File: src/rtl/scan_chain_sequencer.sv
// Scan chain sequencer: one refresh writes a cell's inputs
// and reads that cell's outputs back from the chain return.
module scan_chain_sequencer #(
  parameter int NUM_DESIGNS = 25,
  parameter int NUM_IOS     = 8,
  parameter int SEL_WIDTH   = 9,
  parameter int HALF_PERIOD = 2
) (
  input  logic                 clk,
  input  logic                 reset,
  input  logic                 start,
  input  logic [SEL_WIDTH-1:0] active_select,
  input  logic [NUM_IOS-1:0]   inputs,
  output logic [NUM_IOS-1:0]   outputs,
  output logic                 ready,
  output logic                 busy,
  output logic                 scan_clk_out,
  output logic                 scan_data_out,
  output logic                 scan_select,
  output logic                 scan_latch_en,
  input  logic                 scan_data_in
);

  localparam int N  = NUM_DESIGNS * NUM_IOS;
  localparam int H  = HALF_PERIOD;
  localparam int PW = $clog2(2 * H);
  localparam int NW = $clog2(N + 1);
  localparam int IW = (NUM_IOS > 1) ? $clog2(NUM_IOS) : 1;
  localparam int AW = SEL_WIDTH + IW;
  localparam int CW = ((AW > NW) ? AW : NW) + 1;

  typedef enum logic [2:0] {
    IDLE, CAPTURE, SHIFT, LATCH, DONE
  } state_t;

  state_t               state_q, state_d;
  logic [PW-1:0]        cnt_q, cnt_d;
  logic [NW-1:0]        n_q, n_d;
  logic [SEL_WIDTH-1:0] sel_q, sel_d;
  logic [NUM_IOS-1:0]   in_q, in_d;
  logic [NUM_IOS-1:0]   shadow_q, shadow_d;
  logic [NUM_IOS-1:0]   out_q, out_d;
  logic                 data_q, data_d;

  logic [CW-1:0]        base;
  logic [CW-1:0]        pos;
  logic [IW-1:0]        off;
  logic                 hit;
  logic                 drive;
  logic                 pulse_end;

  // Chain position of the current shift index relative to the target cell
  assign base  = CW'(sel_q) * CW'(NUM_IOS);
  assign pos   = CW'(N - 1) - CW'(n_q);
  assign hit   = (pos >= base) && (pos < base + CW'(NUM_IOS));
  assign off   = IW'(pos - base);
  assign drive = hit & in_q[off];

  assign pulse_end = (cnt_q == PW'(2 * H - 1));

  assign outputs       = out_q;
  assign ready         = (state_q == DONE);
  assign busy          = (state_q == CAPTURE) ||
                         (state_q == SHIFT) ||
                         (state_q == LATCH);
  assign scan_clk_out  = ((state_q == CAPTURE) ||
                          (state_q == SHIFT)) &&
                         (cnt_q >= PW'(H));
  assign scan_select   = (state_q == CAPTURE);
  assign scan_latch_en = (state_q == LATCH) &&
                         (cnt_q < PW'(H));
  assign scan_data_out = ((state_q == SHIFT) &&
                          (cnt_q == '0)) ? drive : data_q;

  // State and datapath registers
  always_ff @(posedge clk) begin
    if (reset) begin
      state_q  <= IDLE;
      cnt_q    <= '0;
      n_q      <= '0;
      sel_q    <= '0;
      in_q     <= '0;
      shadow_q <= '0;
      out_q    <= '0;
      data_q   <= 1'b0;
    end else begin
      state_q  <= state_d;
      cnt_q    <= cnt_d;
      n_q      <= n_d;
      sel_q    <= sel_d;
      in_q     <= in_d;
      shadow_q <= shadow_d;
      out_q    <= out_d;
      data_q   <= data_d;
    end
  end

  // Next-state sequencing of capture, shift, latch and done
  always_comb begin
    state_d  = state_q;
    cnt_d    = cnt_q;
    n_d      = n_q;
    sel_d    = sel_q;
    in_d     = in_q;
    shadow_d = shadow_q;
    out_d    = out_q;
    data_d   = data_q;
    unique case (state_q)
      IDLE: begin
        if (start) begin
          sel_d    = active_select;
          in_d     = inputs;
          shadow_d = '0;
          cnt_d    = '0;
          n_d      = '0;
          state_d  = CAPTURE;
        end
      end
      CAPTURE: begin
        cnt_d = cnt_q + PW'(1);
        if (pulse_end) begin
          cnt_d   = '0;
          state_d = SHIFT;
        end
      end
      SHIFT: begin
        if (cnt_q == '0)
          data_d = drive;
        if ((cnt_q == PW'(H - 1)) && hit)
          shadow_d[off] = scan_data_in;
        cnt_d = cnt_q + PW'(1);
        if (pulse_end) begin
          cnt_d = '0;
          if (n_q == NW'(N - 1)) begin
            n_d     = '0;
            state_d = LATCH;
          end else begin
            n_d = n_q + NW'(1);
          end
        end
      end
      LATCH: begin
        cnt_d = cnt_q + PW'(1);
        if (pulse_end) begin
          cnt_d   = '0;
          out_d   = shadow_q;
          state_d = DONE;
        end
      end
      DONE: begin
        state_d = IDLE;
      end
      default: begin
        state_d = IDLE;
      end
    endcase
  end

endmodule

File: config.mk
export PLATFORM = sky130hd
export DESIGN_NAME = scan_chain_sequencer
export DESIGN_NICKNAME = d
export VERILOG_FILES = /design/src/rtl/scan_chain_sequencer.sv
export SDC_FILE = /design/constraint.sdc
export NUM_CORES = 1
export LEC_CHECK = 0
export ABC_AREA = 0
export CAP_MARGIN = 20
export CORE_AREA = 2 2 106 108
export DETAILED_ROUTE_END_ITERATION = 10
export DIE_AREA = 0 0 108 110
export REMOVE_ABC_BUFFERS = 1
export SKIP_CTS_REPAIR_TIMING = 1
export SLEW_MARGIN = 20
export SYNTH_ARGS = -nofsm -noshare
export SYNTH_HDL_FRONTEND = slang
export SYNTH_SLANG_ARGS = --single-unit
File: constraint.sdc
create_clock -name clk -period 6.7 [get_ports clk]
set_input_delay 0.67 -clock clk [delete_from_list [all_inputs] [get_ports clk]]
set_output_delay 0.67 -clock clk [all_outputs]
set_load 0.005 [all_outputs]
==> impl_metrics.tcl, run 1 <==
set metrics [dict create \
    numCtsBuffers 5 \
    hold_path_class "flop to flop" \
    yosysWarnings 0 \
    synth_top_family_by_area "simple AND/OR/NAND/NOR gates" \
    port_buffers 34 \
    root_buffer "clkbuf_8" \
    grt.busiest_layer "met2" \
    placement_rows 38 \
    synth-edff-count 0 \
    skew_ns 0.00437 \
    crit_chain "inv_1 -> ha_1 -> nand2b_1 -> nand2_1 -> xor2_1 -> ha_1 -> and4_1 -> o21ai_1 -> a21boi_0 -> o311ai_4 -> a32o_2 -> clkdlybuf4s50_1" \
    place_hpwl_mm 4.26 \
    outcome "completed" \
    grtUsageTotal_pct 10.0 \
    num_vias 2152 \
    drcViolationCount 0 \
    yosys.area.top_type_share_pct 36.2 \
    required_ns 6.03 \
    clk_latency_ns 0.29 \
    grt_pass1_wl_mm 9.69 \
    synthTopCellsByCount "68 x nand2_1, 47 x dfxtp_1, 33 x a21oi_1" \
    h-tree-depth 2 \
    worstSetupEndpointType "output pin" \
    synth_area_um2 2600 \
    first_pass_iters 4 \
    die_y_um 110 \
    synth-simple-area-share_pct 28.0 \
    via_per_inst 4.46 \
    ioPinCount 35 \
    yosysTopAreaCell "dfxtp_1" \
    cp_max_fo 9 \
    cpMostUsedCell "ha_1" \
    period_share_pct 59.2 \
    timing.rr.start "n_q[3]$_SDFFE_PP0P_" \
    n_antenna_cell 0 \
    cts.path.max_buffers 2 \
    critPathMaxStageDelay_ns 0.50 \
    final_cell_count_no_fill 482 \
    slowest_stage "clkdlybuf4s50_1" \
    chipWidth_um 108 \
    ys_seq_elements 47 \
    placed_cells 474 \
    synthMuxAreaShare_pct 6.35 \
    arrival_ns 3.29 \
    synth.distinct_cells 45 \
    setup_tns_ns 0 \
    die_area_um2 11900 \
    crit_start "n_q[3]$_SDFFE_PP0P_" \
    routabilityCongestion 0.830 \
    grt_start_max_net_pins 36 \
    cap_violations 0 \
    cp-endpoint "scan_data_out" \
    post_drt_wl_per_cell_um 11.5 \
    grt_setup_unrepaired "no" \
    grt_antenna_before_repair 0 \
    fin_nets 382 \
    grtUsageMet3_pct 1.47 \
    power.leakage_nw 1.18 \
    worstRegToRegCells 12 \
    seq_area_frac_synth_pct 36.2 \
    min_period_ns 3.96 \
    finalWirelength_mm 5.56 \
    cts_tree "done" \
    ys.flop_type "dfxtp_1" \
    r2r_setup_slack_ns 3.96 \
    path_clk_slew_ns 0.09 \
    grt_use_met1_pct 12.6 \
    grt-ovfl-total 0 \
    power_density_nw_per_um2 185 \
    final_layout_size_suffix_gt1_share_pct 6.43 \
    worstMarginPinSlew_ns 0.920 \
    cts.sinks 47 \
    hold_violations 0 \
    final-max-slew-violation-count 0 \
    fmax_ghz 0.252 \
    synthArstFlopShare_pct 0 \
    setup_viol 0 \
    ir_worst_vdd_mv 0.0776 \
    drtAntennaViolNets 0 \
    holdWs_ns 0.455 \
    cp-start-kind "flop" \
    final_util_pct 29.8 \
    syn_inst 311 \
    core_um2 10700 \
    synth_xor_area_share_pct 4.71 \
    synth_area_leaders "dfxtp_1 36%, nand2_1 9.8%, ha_1 9.6%" \
    relSlewSlack_pct 38.4 \
    worst-setup-path-type "flop to output pin" \
    initial_core_util_pct 24.3 \
    synth_most_common_cell "nand2_1" \
    r2r-end "shadow_q[2]$_SDFFE_PP0P_" \
    globalRouteMet2Util_pct 17.1 \
    syn-mean-instance-area_um2 8.36 \
    drtIter0Drc 75 \
    synth-compound-area-share_pct 11.4 \
    grt_pass1_vias 2101 \
    area_growth_pct 22.7 \
    synth_fa_ha_area_share_pct 9.62 \
]
final cells by class:
| type | instances | area [um^2] |
|---|---|---|
| clock inverter | 2 | 35.0 |
| tap | 140 | 175 |
| sequential | 47 | 941 |
| inverter | 12 | 45.0 |
| multi-input combinational | 240 | 1560 |
| fill | 1158 | 7510 |
| timing repair buffer | 35 | 348 |
| clock buffer | 6 | 82.6 |
cells in the final DEF (no fill, tap or decap), types with 2 or more instances in the layout:
cell,synthesis,final
nand3b_1,2,2
xor2_1,6,6
clkdlybuf4s50_1,0,34
a21oi_1,33,33
nor3_1,12,12
inv_1,12,12
a21boi_0,2,2
xnor2_1,8,8
nand2_1,68,68
nor2_1,17,17
o21ai_0,4,4
and2_1,2,2
clkbuf_8,0,6
nand2b_1,8,8
nor4_1,3,3
dfxtp_1,47,47
ha_1,20,20
mux2i_1,12,12
nor2b_1,3,3
nand3_1,15,15
and3_1,4,4
registers in the layout, indices dropped and copies added (netlist names):
name,flops
shadow_q,8
outputs,8
cnt_q,2
in_q,8
n_q,8
sel_q,9
state_q,3
data_q,1
worst min path at each step:
stage                                  start                       to  slack [ns]  cells after the start
finish                  in_q[6]$_SDFFE_PP0P_     in_q[6]$_SDFFE_PP0P_        0.46                      2
global route            in_q[6]$_SDFFE_PP0P_     in_q[6]$_SDFFE_PP0P_        0.48                      2
CTS                     in_q[6]$_SDFFE_PP0P_     in_q[6]$_SDFFE_PP0P_        0.46                      2
detailed placement      in_q[6]$_SDFFE_PP0P_     in_q[6]$_SDFFE_PP0P_        0.45                      2
global placement        in_q[6]$_SDFFE_PP0P_     in_q[6]$_SDFFE_PP0P_        0.44                      2
floorplan           shadow_q[0]$_SDFFE_PP0P_  outputs[0]$_SDFFE_PP0P_        0.43                      2
worst max-delay path, delay by kind of cell (launching register included):
family / cells / cell delay (ns)
buffers and inverters: 2 / 0.62
xor gates and xnor gates: 1 / 0.17
and+or+nand+nor: 3 / 0.36
DFF: 1 / 0.37
adders and majority gates: 2 / 0.55
AOI/OAI and AO/OA: 4 / 0.91
kinds of logic (layout without fill, tap and decap cells):
group	count (synthesis)	after routing
fa+ha+maj	20	20
mux	14	14
flops	47	47
xor+xnor	14	14
compound gates	47	47
buf+inv	24	55
simple gates	145	145
layer usage:
metal / up-vias / share of wire [%]
met5: - / 0
met4: 0 / 2.6
met3: 11 / 1.7
met2: 33 / 48
met1: 989 / 48
li1: 1119 / -
stage by stage:
stage | setup slack, ns | power, mW | cell area [um^2]
finish | 2.74 | 0.590 | 3190
global route | 2.51 | 0.620 | 3190
CTS | 2.71 | 0.597 | 3190
detailed placement | 3.06 | 0.383 | 3070
global placement | 3.16 | 0.381 | 3070
floorplan | 3.81 | 0.351 | 2550
where the power goes:
part	internal, mW	total (mW)	switching [mW]
clock network	0.121	0.215	0.0939
registers	0.288	0.298	0.0101
logic	0.0368	0.0778	0.0410
Power figures use the tool's default switching activity.
==> run 2, diff against run 1 <==
Clock period 6.7 ns to 3.6 ns, I/O delays scaled along.
==> run 2 against run 1 <==
Compared with the run above:
- flip-flop and latch count is the same
- non-clock buffer count rose by 5
- clock skew rose by 0.0076 ns
- critical endpoint unchanged
- worst hold slack better by 0.0017 ns
- first-iteration DRC count increased by 12%
- critical path type unchanged
- worst setup slack lost 2.2 ns
- wire length up 1.1%
- power is 89% higher
==> impl_metrics.tcl, run 2 (same netlist as run 1, synthesis figures left out) <==
set metrics [dict create \
    fmax_ghz 0.323 \
    period_share_pct 86.0 \
    via_per_inst 4.48 \
    grt_start_max_net_pins 23 \
    worst-setup-path-type "flop to output pin" \
    fillCellCount 1161 \
    clk_latency_ns 0.30 \
    slowest_stage "dfxtp_2" \
    n_antenna_cell 0 \
    grtUsageMet3_pct 1.88 \
    multi_input_area_um2 1580 \
    critPathMaxStageDelay_ns 0.36 \
    arrival_ns 2.73 \
    root_buffer "clkbuf_8" \
    worstRegToRegCells 14 \
    initial_core_util_pct 24.3 \
    num_vias 2184 \
    cp-start-kind "flop" \
    core_um2 10700 \
    ir_worst_vdd_mv 0.143 \
    worstSetupEndpointType "output pin" \
    cts_tree "done" \
    drtAntennaViolNets 0 \
    place_area_um2 3080 \
    grt_setup_unrepaired "no" \
    relSlewSlack_pct 55.0 \
    grt_antenna_before_repair 0 \
    numCtsBuffers 5 \
    placement_rows 38 \
    largest_register_ffs 9 \
    r2r_setup_slack_ns 0.84 \
    die_area_um2 11900 \
    whs_path_depth 2 \
    cap_violations 0 \
    power.leakage_nw 1.23 \
    grt_pass1_vias 2093 \
    fin_nets 387 \
    grt_pass1_wl_mm 9.58 \
    ioPinCount 35 \
    path_clk_slew_ns 0.09 \
    setup_viol 0 \
    cpMostUsedCell "ha_1" \
    required_ns 3.24 \
    crit_family "compound AO/OA/AOI/OAI gates" \
    chipWidth_um 108 \
    cp.depth 12 \
    skew_ns 0.0120 \
    min_period_ns 3.09 \
    final_layout_size_suffix_gt1_share_pct 9.51 \
    final-max-slew-violation-count 0 \
    area_growth_pct 24.9 \
    globalRouteMet2Util_pct 17.3 \
    post_drt_wl_per_cell_um 11.5 \
    final_common_cell "nand2_1" \
    drtIter0Drc 84 \
    post-route-cell-area_um2 3250 \
    grt-ovfl-total 0 \
    port_buffers 34 \
    crit_buf_inv 2 \
    regMostFlops "sel_q" \
    final_cell_mix "68 x nand2_1, 45 x dfxtp_1, 33 x a21oi_1, 33 x clkdlybuf4s50_1, 20 x ha_1" \
    crit_chain "inv_2 -> ha_1 -> nand2b_1 -> nand2_1 -> xor2_2 -> ha_1 -> and4_1 -> o21ai_1 -> a21boi_2 -> o311ai_4 -> a32o_2 -> dlymetal6s2s_1" \
    cts.path.max_buffers 2 \
    holdWs_ns 0.457 \
    hold_path_class "flop to flop" \
    die_y_um 110 \
    grtUsageTotal_pct 10.1 \
    cp_max_fo 5 \
    routabilityCongestion 0.881 \
    seq_area_um2 943 \
    hold_violations 0 \
    finalWirelength_mm 5.62 \
    place_hpwl_mm 4.29 \
    outcome "completed" \
    first_pass_iters 4 \
    grt.busiest_layer "met2" \
    cts.sinks 47 \
    grt_use_met1_pct 12.6 \
    power_density_nw_per_um2 342 \
    h-tree-depth 2 \
    worstMarginPinSlew_ns 0.673 \
    drcViolationCount 0 \
]
run 2: per-stage QoR:
stage / util, % / power, mW / TNS, ns / worst slack, ns / cells
after floorplan: - / 0.653 / 0 / 1.02 / 299
after global placement: 28.8 / 0.711 / 0 / 0.372 / 475
after detailed placement: 28.8 / 0.714 / 0 / 0.315 / 475
after CTS: 29.9 / 1.11 / -0.0493 / -0.0493 / 483
after global routing: 30.4 / 1.17 / 0 / 0.345 / 487
final: 30.4 / 1.11 / 0 / 0.505 / 487
run 2: routing by layer:
metal  wire length, um  vias up
met5                 0        -
met4               106        0
met3               133        9
met2              2750       35
met1              2620     1014
li1                  -     1126
run 2: where the power goes:
group	internal, mW	total (mW)	switching [mW]	leakage, nW
sequential	0.535	0.554	0.0189	0.383
clock	0.225	0.397	0.172	0.0612
combinational	0.0809	0.162	0.0808	0.783
run 2: tightest hold or removal path, cell delays in order, from the launching register on:
cell and delay, ns:
dfxtp_1 0.32, nand2_1 0.05, a21oi_1 0.05
run 2: final timing paths:
path / start / endpoint
setup / recovery: n_q[3]$_SDFFE_PP0P_ / scan_data_out
hold / removal: outputs[1]$_SDFFE_PP0P_ / outputs[1]$_SDFFE_PP0P_
setup reg to reg: n_q[3]$_SDFFE_PP0P_ / shadow_q[0]$_SDFFE_PP0P_
hold reg to reg: outputs[1]$_SDFFE_PP0P_ / outputs[1]$_SDFFE_PP0P_
run 2: final cells by class:
class                   count  area share, %
clock inverters             2           1.08
well taps                 140           5.39
repair buffers             40           11.9
flip-flops and latches     47           29.0
inverters                  12           1.39
multi-input cells         240           48.6
clock buffers               6           2.54
